$ cat src/rtl/inst_fetch_buf.sv
// Instruction prefetch buffer: issues PC-stage fetches over a req/gnt bus, pairs
// in-order responses with their PCs in a small FIFO, and flushes on taken branches.
module inst_fetch_buf #(
    parameter int DEPTH   = 4,
    parameter int MAX_OUT = 2
) (
    input  logic        clk,
    input  logic        rst,
    input  logic [31:0] pc_i,
    input  logic        pc_ce_i,
    input  logic        flush_i,
    output logic        stall_req_o,
    output logic        imem_req_o,
    output logic [31:0] imem_addr_o,
    input  logic        imem_gnt_i,
    input  logic        imem_rvalid_i,
    input  logic [31:0] imem_rdata_i,
    output logic        id_valid_o,
    output logic [31:0] id_pc_o,
    output logic [31:0] id_inst_o,
    input  logic        id_ready_i
);
    localparam int PW = $clog2(DEPTH);
    localparam int CW = $clog2(DEPTH + 1);
    localparam int AW = (MAX_OUT > 1) ? $clog2(MAX_OUT) : 1;
    localparam int OW = $clog2(MAX_OUT + 1);
    localparam int SW = ((CW > OW) ? CW : OW) + 1;

    logic [31:0]   pc_mem   [DEPTH];
    logic [31:0]   inst_mem [DEPTH];
    logic [PW-1:0] rd_ptr;
    logic [PW-1:0] wr_ptr;
    logic [CW-1:0] count;

    logic [31:0]   addr_mem [2**AW];
    logic [AW-1:0] addr_rd_ptr;
    logic [AW-1:0] addr_wr_ptr;
    logic [OW-1:0] out_cnt;
    logic [OW-1:0] disc_cnt;

    logic [SW-1:0] occupancy;
    logic          fifo_valid;
    logic          credit_ok;
    logic          issue;
    logic          resp;
    logic          drop;
    logic          push;
    logic          pop;

    // A same-cycle pop frees a slot immediately, so a full buffer can issue
    // again in the very cycle decode consumes an entry.
    always_comb begin
        fifo_valid  = (count != '0);
        pop         = fifo_valid & id_ready_i & ~flush_i;
        occupancy   = SW'(count) - SW'(pop) + SW'(out_cnt - disc_cnt);
        credit_ok   = (occupancy < SW'(DEPTH)) && (out_cnt < OW'(MAX_OUT));
        imem_req_o  = pc_ce_i & ~flush_i & credit_ok & ~rst;
        issue       = imem_req_o & imem_gnt_i;
        stall_req_o = pc_ce_i & ~flush_i & ~issue & ~rst;
        resp        = imem_rvalid_i & (out_cnt != '0);
        drop        = resp & (disc_cnt != '0);
        push        = resp & ~drop & ~flush_i;
    end

    assign imem_addr_o = pc_i;
    assign id_valid_o  = fifo_valid;
    assign id_pc_o     = fifo_valid ? pc_mem[rd_ptr]   : '0;
    assign id_inst_o   = fifo_valid ? inst_mem[rd_ptr] : '0;

    always_ff @(posedge clk) begin
        if (rst) begin
            rd_ptr      <= '0;
            wr_ptr      <= '0;
            count       <= '0;
            addr_rd_ptr <= '0;
            addr_wr_ptr <= '0;
            out_cnt     <= '0;
            disc_cnt    <= '0;
        end else begin
            if (issue) addr_wr_ptr <= addr_wr_ptr + 1'b1;
            if (resp)  addr_rd_ptr <= addr_rd_ptr + 1'b1;
            out_cnt <= out_cnt + OW'(issue) - OW'(resp);
            // Every request still in flight after a flush belongs to the old path.
            if (flush_i) begin
                rd_ptr   <= '0;
                wr_ptr   <= '0;
                count    <= '0;
                disc_cnt <= out_cnt - OW'(resp);
            end else begin
                if (push) wr_ptr <= wr_ptr + 1'b1;
                if (pop)  rd_ptr <= rd_ptr + 1'b1;
                count    <= count + CW'(push) - CW'(pop);
                disc_cnt <= disc_cnt - OW'(drop);
            end
        end
    end

    always_ff @(posedge clk) begin
        if (issue) addr_mem[addr_wr_ptr] <= pc_i;
        if (push) begin
            pc_mem[wr_ptr]   <= addr_mem[addr_rd_ptr];
            inst_mem[wr_ptr] <= imem_rdata_i;
        end
    end

endmodule
$ cat config.mk
export PLATFORM = sky130hd
export DESIGN_NAME = inst_fetch_buf
export DESIGN_NICKNAME = d
export VERILOG_FILES = /design/src/rtl/inst_fetch_buf.sv
export SDC_FILE = /design/constraint.sdc
export NUM_CORES = 1
export LEC_CHECK = 0
export CAP_MARGIN = 10
export CORE_ASPECT_RATIO = 0.9
export CORE_MARGIN = 2
export CORE_UTILIZATION = 55
export CTS_BUF_LIST = sky130_fd_sc_hd__clkbuf_2 sky130_fd_sc_hd__clkbuf_4 sky130_fd_sc_hd__clkbuf_8
export DETAILED_ROUTE_END_ITERATION = 7
export HOLD_SLACK_MARGIN = 0.05
export PLACE_DENSITY = 0.79
export SLEW_MARGIN = 0
export SYNTH_ARGS = -nofsm -noshare
export SYNTH_HDL_FRONTEND = slang
export SYNTH_SLANG_ARGS = --single-unit
$ cat constraint.sdc
create_clock -name clk -period 8.8 [get_ports clk]
set_input_delay 1.76 -clock clk [delete_from_list [all_inputs] [get_ports clk]]
set_output_delay 1.76 -clock clk [all_outputs]
set_load 0.02 [all_outputs]
# Word level (Yosys, flattened, before mapping)
# Memory sizes are Yosys's and may differ from the RTL's. A register that Yosys moved wholly into a read port is not among the register bits.
# Index checks and enable logic that the tools add are counted.
[word_totals] ff_bits=13 ram_bits=320 in_bits=71 output_inout_bits=99 wordCells=59 memories=3
[classes] add_sub_neg=13 n_lt_le_gt_ge=2 n_mux=13 n_bitwise=16 n_reduce_logical=5
[memory_table] memory="inst_mem" depth=4 word_bits=32 rd=1 rd_ports_with_merged_regs=1 wr=1 line="30" text="logic [31:0] inst_mem [DEPTH];"
[memory_table] memory="pc_mem" depth=4 word_bits=32 rd=1 rd_ports_with_merged_regs=1 wr=1 line="29" text="logic [31:0] pc_mem [DEPTH];"
[memory_table] memory="addr_mem" depth=2 word_bits=32 rd=1 rd_ports_with_merged_regs=1 wr=1 line="35" text="logic [31:0] addr_mem [2**AW];"
[ops] op="32-bit 2-to-1 mux" n=2
[ops] op="1-bit AND" n=12
[ops] op="2-bit 2-to-1 mux" n=5
[ops] op="1-bit 2-to-1 mux" n=6
[ops] op="2-bit by 1-bit subtractor with 2-bit output" n=3
[ops] op="2-bit by 1-bit adder with 2-bit output, second input constant" n=2
[ops] op="4-bit adder" n=1
[ops] op="4-bit by 3-bit < comparator with 1-bit output, second input constant" n=1
[ops] op="1-bit inverter" n=4
[ops] op="2-bit nonzero test" n=2
[ops] op="3-bit by 1-bit subtractor with 4-bit output" n=1
[ops] op="3-bit by 1-bit adder with 3-bit output" n=1
[ops] op="3-bit nonzero test" n=1
[ops] op="2-bit by 2-bit subtractor with 3-bit output" n=1
[ops] op="3-bit by 1-bit subtractor with 3-bit output" n=1
[ops] op="1-bit adder, second input constant" n=2
[ops] op="2-bit by 1-bit adder with 2-bit output" n=1
[ops] op="2-bit < comparator, second input constant" n=1
[ops] op="2-bit OR reduction" n=1
[ops] op="1-bit logical AND" n=1

# Logic depth before layout (Yosys ltp)
[depth] word_depth=13 ltp_mapped=16 mapped_depth_nobuf=16

# Worst setup path before layout
# OpenSTA, ideal clock, no wires.
[synth_path] path_kind="input-to-output" from="in flush_i" to="out imem_req_o" t_arrival_ps=3537 t_required_ps=7040 setup_slack_ps=3503 stages=7 path_buffers=0 cell_sequence="and3b_1 ha_1 inv_1 ha_1 nand3b_1 a211o_1 a311oi_1"
[synth_between] elab_chain_len=8 word_cells_on_any_way=9 classes_between="2 x add/sub; 1 x order compare; 5 x bitwise; 1 x reduce/logical"
[synth_rtl] item="start, declared" line="11" text="input logic flush_i,"
[synth_rtl] item="1-bit inverter *" line="54, 57"
[synth_rtl] item="1-bit AND" line="54" text="pop = fifo_valid & id_ready_i & ~flush_i;"
[synth_rtl] item="3-bit by 1-bit subtractor with 4-bit output" line="55" text="occupancy = SW'(count) - SW'(pop) + SW'(out_cnt - disc_cnt);"
[synth_rtl] item="4-bit adder" line="55"
[synth_rtl] item="4-bit by 3-bit < comparator with 1-bit output" line="56" text="credit_ok = (occupancy < SW'(DEPTH)) && (out_cnt < OW'(MAX_OUT));"
[synth_rtl] item="1-bit logical AND" line="56"
[synth_rtl] item="1-bit AND * (2 in a row)" line="57" text="imem_req_o = pc_ce_i & ~flush_i & credit_ok & ~rst;"
[synth_rtl] item="end, declared" line="13" text="output logic imem_req_o,"
# Mark *: on every way between the ends. The rest lies on a longest branch, timed or not.

# Worst setup path after layout
[layout_path] from="in flush_i" to="out imem_req_o"
[layout_between] elab_chain_len=8 word_cells_on_any_way=9 classes_between="2 x add/sub; 1 x order compare; 5 x bitwise; 1 x reduce/logical"
[layout_rtl] item="1-bit inverter" line="54"
[layout_rtl] item="1-bit AND" line="54"
[layout_rtl] item="via pop" line="48" text="logic pop;"
[layout_rtl] item="3-bit by 1-bit subtractor with 4-bit output" line="55"
[layout_rtl] item="4-bit adder" line="55"
[layout_rtl] item="4-bit by 3-bit < comparator with 1-bit output" line="56"
[layout_rtl] item="1-bit logical AND" line="56"
[layout_rtl] item="1-bit AND (2 in a row)" line="57"
# The timed path passes the listed nets, and every way through them passes these cells.

==> results by group <==
Placement
  – HPWL Detailed: 13,700 um
  – I/O Buffers: ~170
  – Placed cells: roughly 1,100
  – RePlAce Congestion: 0.768

Min path
  – Min-Delay Path Class: reg -> reg
  – Hold Crit Depth: 2

Timing
  – Final setup TNS: 0 ps
  – Fin crit period: between 6000 and 7000 ps
  – Pins over their slew limit: 0
  – Final period util: between 70% and 80%
  – Max frequency: 153 MHz
  – Worst hold margin: approximately 500 ps
  – Relative slew slack: about a quarter
  – Final hold viol count: 0
  – Clk_skew: between 10 and 15 ps
  – Worst-Margin Slew: 1110 ps
  – Unrepaired setup endpoints after global routing: false
  – Final setup vio count: 0

Yosys
  – Gate Count Post-Synth: between 600 and 700
  – Yosys reg bits: about 340
  – Mapped cell area: between 10,000 and 15,000 sq um
  – Net Count, Synth: 735
  – Sequential area share after synthesis: roughly three quarters
  – Distinct cells, synth: 35
  – Ys async rst share: 0%
  – Number of flops mapped to enable cells by yosys: between 300 and 400
  – Most used DFF post-synth: edfxtp_1
  – Synth Area per Inst: between 20 and 25 sq um
  – Yosys warns: 0

Die
  – Full die area: about 25,000 sq um
  – Site row count: 53
  – Die width: about 170 um
  – Die height: ~150 um
  – # IOs: 170
  – Core outline area: ~24,000 sq um
  – Initial Util: 56.4%

Layout
  – Area grow syn2layout: 19.5%
  – Finished Layout Cells: about 1,200
  – Ant diodes: 0
  – Post-layout util: 67.4%
  – Count of nets after finishing: 900
  – Ratio of cells with drive above 1 in the final layout: 20.5%

Critical path
  – CP peak stage delay: around 720 ps
  – Max FO, Critical Path: 8
  – Critical Path End Type: primary output
  – Arr. time, crit path: around 4800 ps
  – Worst R2R Setup Slack: ~5000 ps
  – Type of origin of the critical path: input pin
  – Worst r2r path cells: 12
  – Worst setup path start: flush_i
  – Critical path type: in -> out
  – Worst Setup EP: imem_req_o
  – Critical Path RT: around 7000 ps
  – Critical R2R Capture: addr_mem[0][5]
  – Crit path max-delay cell type: clkdlybuf4s50_1
  – Critical R2R Launch: out_cnt[0]
  – Worst-path cell chain: clkdlybuf4s50_1 -> and3b_1 -> ha_1 -> inv_1 -> ha_1 -> nand3b_1 -> a211o_1 -> a311oi_1 -> clkdlybuf4s50_1

Clock tree
  – Post-CTS Hold Buffers: 0
  – CTS max path bufs: 3
  – Post-cts sizing count: 0
  – CTS tree: built
  – Clk_lat worst skew: between 500 and 600 ps
  – CTS Root Cell: clkbuf_8
  – Clock slew seen by the registers of the worst setup and hold paths: ~60 ps
  – Clock sink total: between 300 and 400
  – CTS Buf Count: 51
  – Post-CTS Setup Inserts: 0
  – H-tree depth: 2

Global route
  – GRT Overall Usage: 19.5%
  – Remaining global-route overflow: 0
  – Initial antenna violation count: 0
  – Largest net degree at the start of global routing: 66
  – Number of global-route vias before repair: 6,993
  – First-pass GRT wire length: 37,400 um

Flow run
  – Max cap viols: 0

Route
  – DRC: 0
  – Aggregate routed wire length: about 25,000 um
  – DR iter-0 viols: between 400 and 500
  – Routed len/inst: approximately 21 um
  – Post-route ant nets: 0
  – DR pass1 iterations: 5
  – Routed via count: between 6,000 and 7,000
  – Routed vias/inst: 5.54

Pwr
  – Cell Int Power: roughly 0.0025 W
  – Cell Pwr Density: roughly 210 nW/um^2
  – Leakage: 5.09 nW
  – VDD IR max: between 100 and 150 uV
  – NetSw: roughly 0.00076 W
  – Gate power share: a little under a tenth
  – Net switching fraction of the power: between 20 and 25%
  – Reg power frac: roughly 56%
  – Clock share of power: between 30% and 40%
  – Total power: between 0.003 and 0.004 W

Outcome
  – Status: finished, final reports clean
## worst min path at each step
stage	slack (ps)	to	from
6_report	510	addr_rd_ptr	addr_rd_ptr
5_1_grt	550	addr_rd_ptr	addr_rd_ptr
4_1_cts	510	addr_rd_ptr	addr_rd_ptr
3_5_place_dp	500	addr_rd_ptr	addr_rd_ptr
3_3_place_gp	490	addr_rd_ptr	addr_rd_ptr
2_1_floorplan	470	flip-flop	addr_rd_ptr
## registers in the layout, summed over array words and instances, names as in the netlist, named ones only
name         flops
addr_rd_ptr      1
disc_cnt         2
inst_mem       128
addr_wr_ptr      1
wr_ptr           2
rd_ptr           2
count            3
out_cnt          2
addr_mem        64
pc_mem         128
## per-layer routing
layer	wire, um	GRT usage, %
met1	10300	25.6
met2	12100	33.5
met3	1710	4.26
met4	368	5.48
met5	0	0
## per-stage QoR
| stage | setup WS [ps] | area (sq um) |
|---|---|---|
| after floorplan | 3500 | 13300 |
| after global placement | 2540 | 14900 |
| after detailed placement | 2370 | 14900 |
| after CTS | 2370 | 15900 |
| after global routing | 2160 | 15900 |
| final | 2250 | 15900 |
## cells by family (layout without fill, tap and decap cells)
kind of cell | count (synthesis) | count (layout) | share of synthesized area (%)
flops | 336 | 336 | 74.8
simple gates | 99 | 99 | 4.47
mux | 97 | 97 | 13.8
buf+inv | 78 | 286 | 3.99
fa+ha+maj | 18 | 18 | 1.81
xor+xnor | 11 | 11 | 0.725
compound gates | 7 | 7 | 0.480
## cell usage in the layout, fill, tap and decap left out, types with 3 or more instances in the layout
master           netlist  routed
and2_1                69      65
and2_4                 0       4
clkbuf_4               0      10
clkbuf_8               0      51
clkdlybuf4s50_1        0     169
clkinv_1               0      28
clkinv_2               0       4
clkinvlp_4             0       3
dfxtp_1               16      13
edfxtp_1             320     320
ha_1                  16      16
inv_1                 19      19
mux2_2                31      31
mux4_1                 4       4
mux4_2                60      60
nor2_1                17      15
nor2b_1                3       3
xnor2_1                7       7
xor2_1                 4       4
## synthesized netlist by cell type (3+ instances only)
master	number	share of area, %
buf_12	6	0.90
xor2_1	4	0.26
inv_1	19	0.54
mux2_2	31	2.6
dfxtp_1	16	2.4
ha_1	16	1.5
nor2b_1	3	0.14
clkbuf_1	10	0.28
xnor2_1	7	0.46
mux4_2	60	10
buf_2	9	0.34
edfxtp_1	320	72
mux4_1	4	0.79
and2_1	69	3.3
buf_4	32	1.8
nor2_1	17	0.48
## final cells by class
| cell class | count | area (sq um) |
|---|---|---|
| multi-input cells | 232 | 2850 |
| clock buffers | 61 | 777 |
| clock inverters | 35 | 148 |
| well taps | 302 | 378 |
| inverters | 19 | 71.3 |
| repair buffers | 171 | 1710 |
| fillers | 1495 | 7680 |
| flip-flops and latches | 336 | 9940 |
## worst max-delay path, delay by kind of cell
| family | cells | cell delay, ps |
|---|---|---|
| compound gates | 2 | 720 |
| simple gates | 2 | 520 |
| fa+ha+maj | 2 | 450 |
| buf+inv | 3 | 1330 |
## power groups by stage
stage	registers (W)	logic [W]	clock network, W
final	0.00185	0.000310	0.00115
after global routing	0.00185	0.000335	0.00124
after CTS	0.00185	0.000311	0.00118
after detailed placement	0.00188	0.000308	0
after global placement	0.00188	0.000283	0
after floorplan	0.00186	0.000203	0
(Power assumes the default switching activity.)
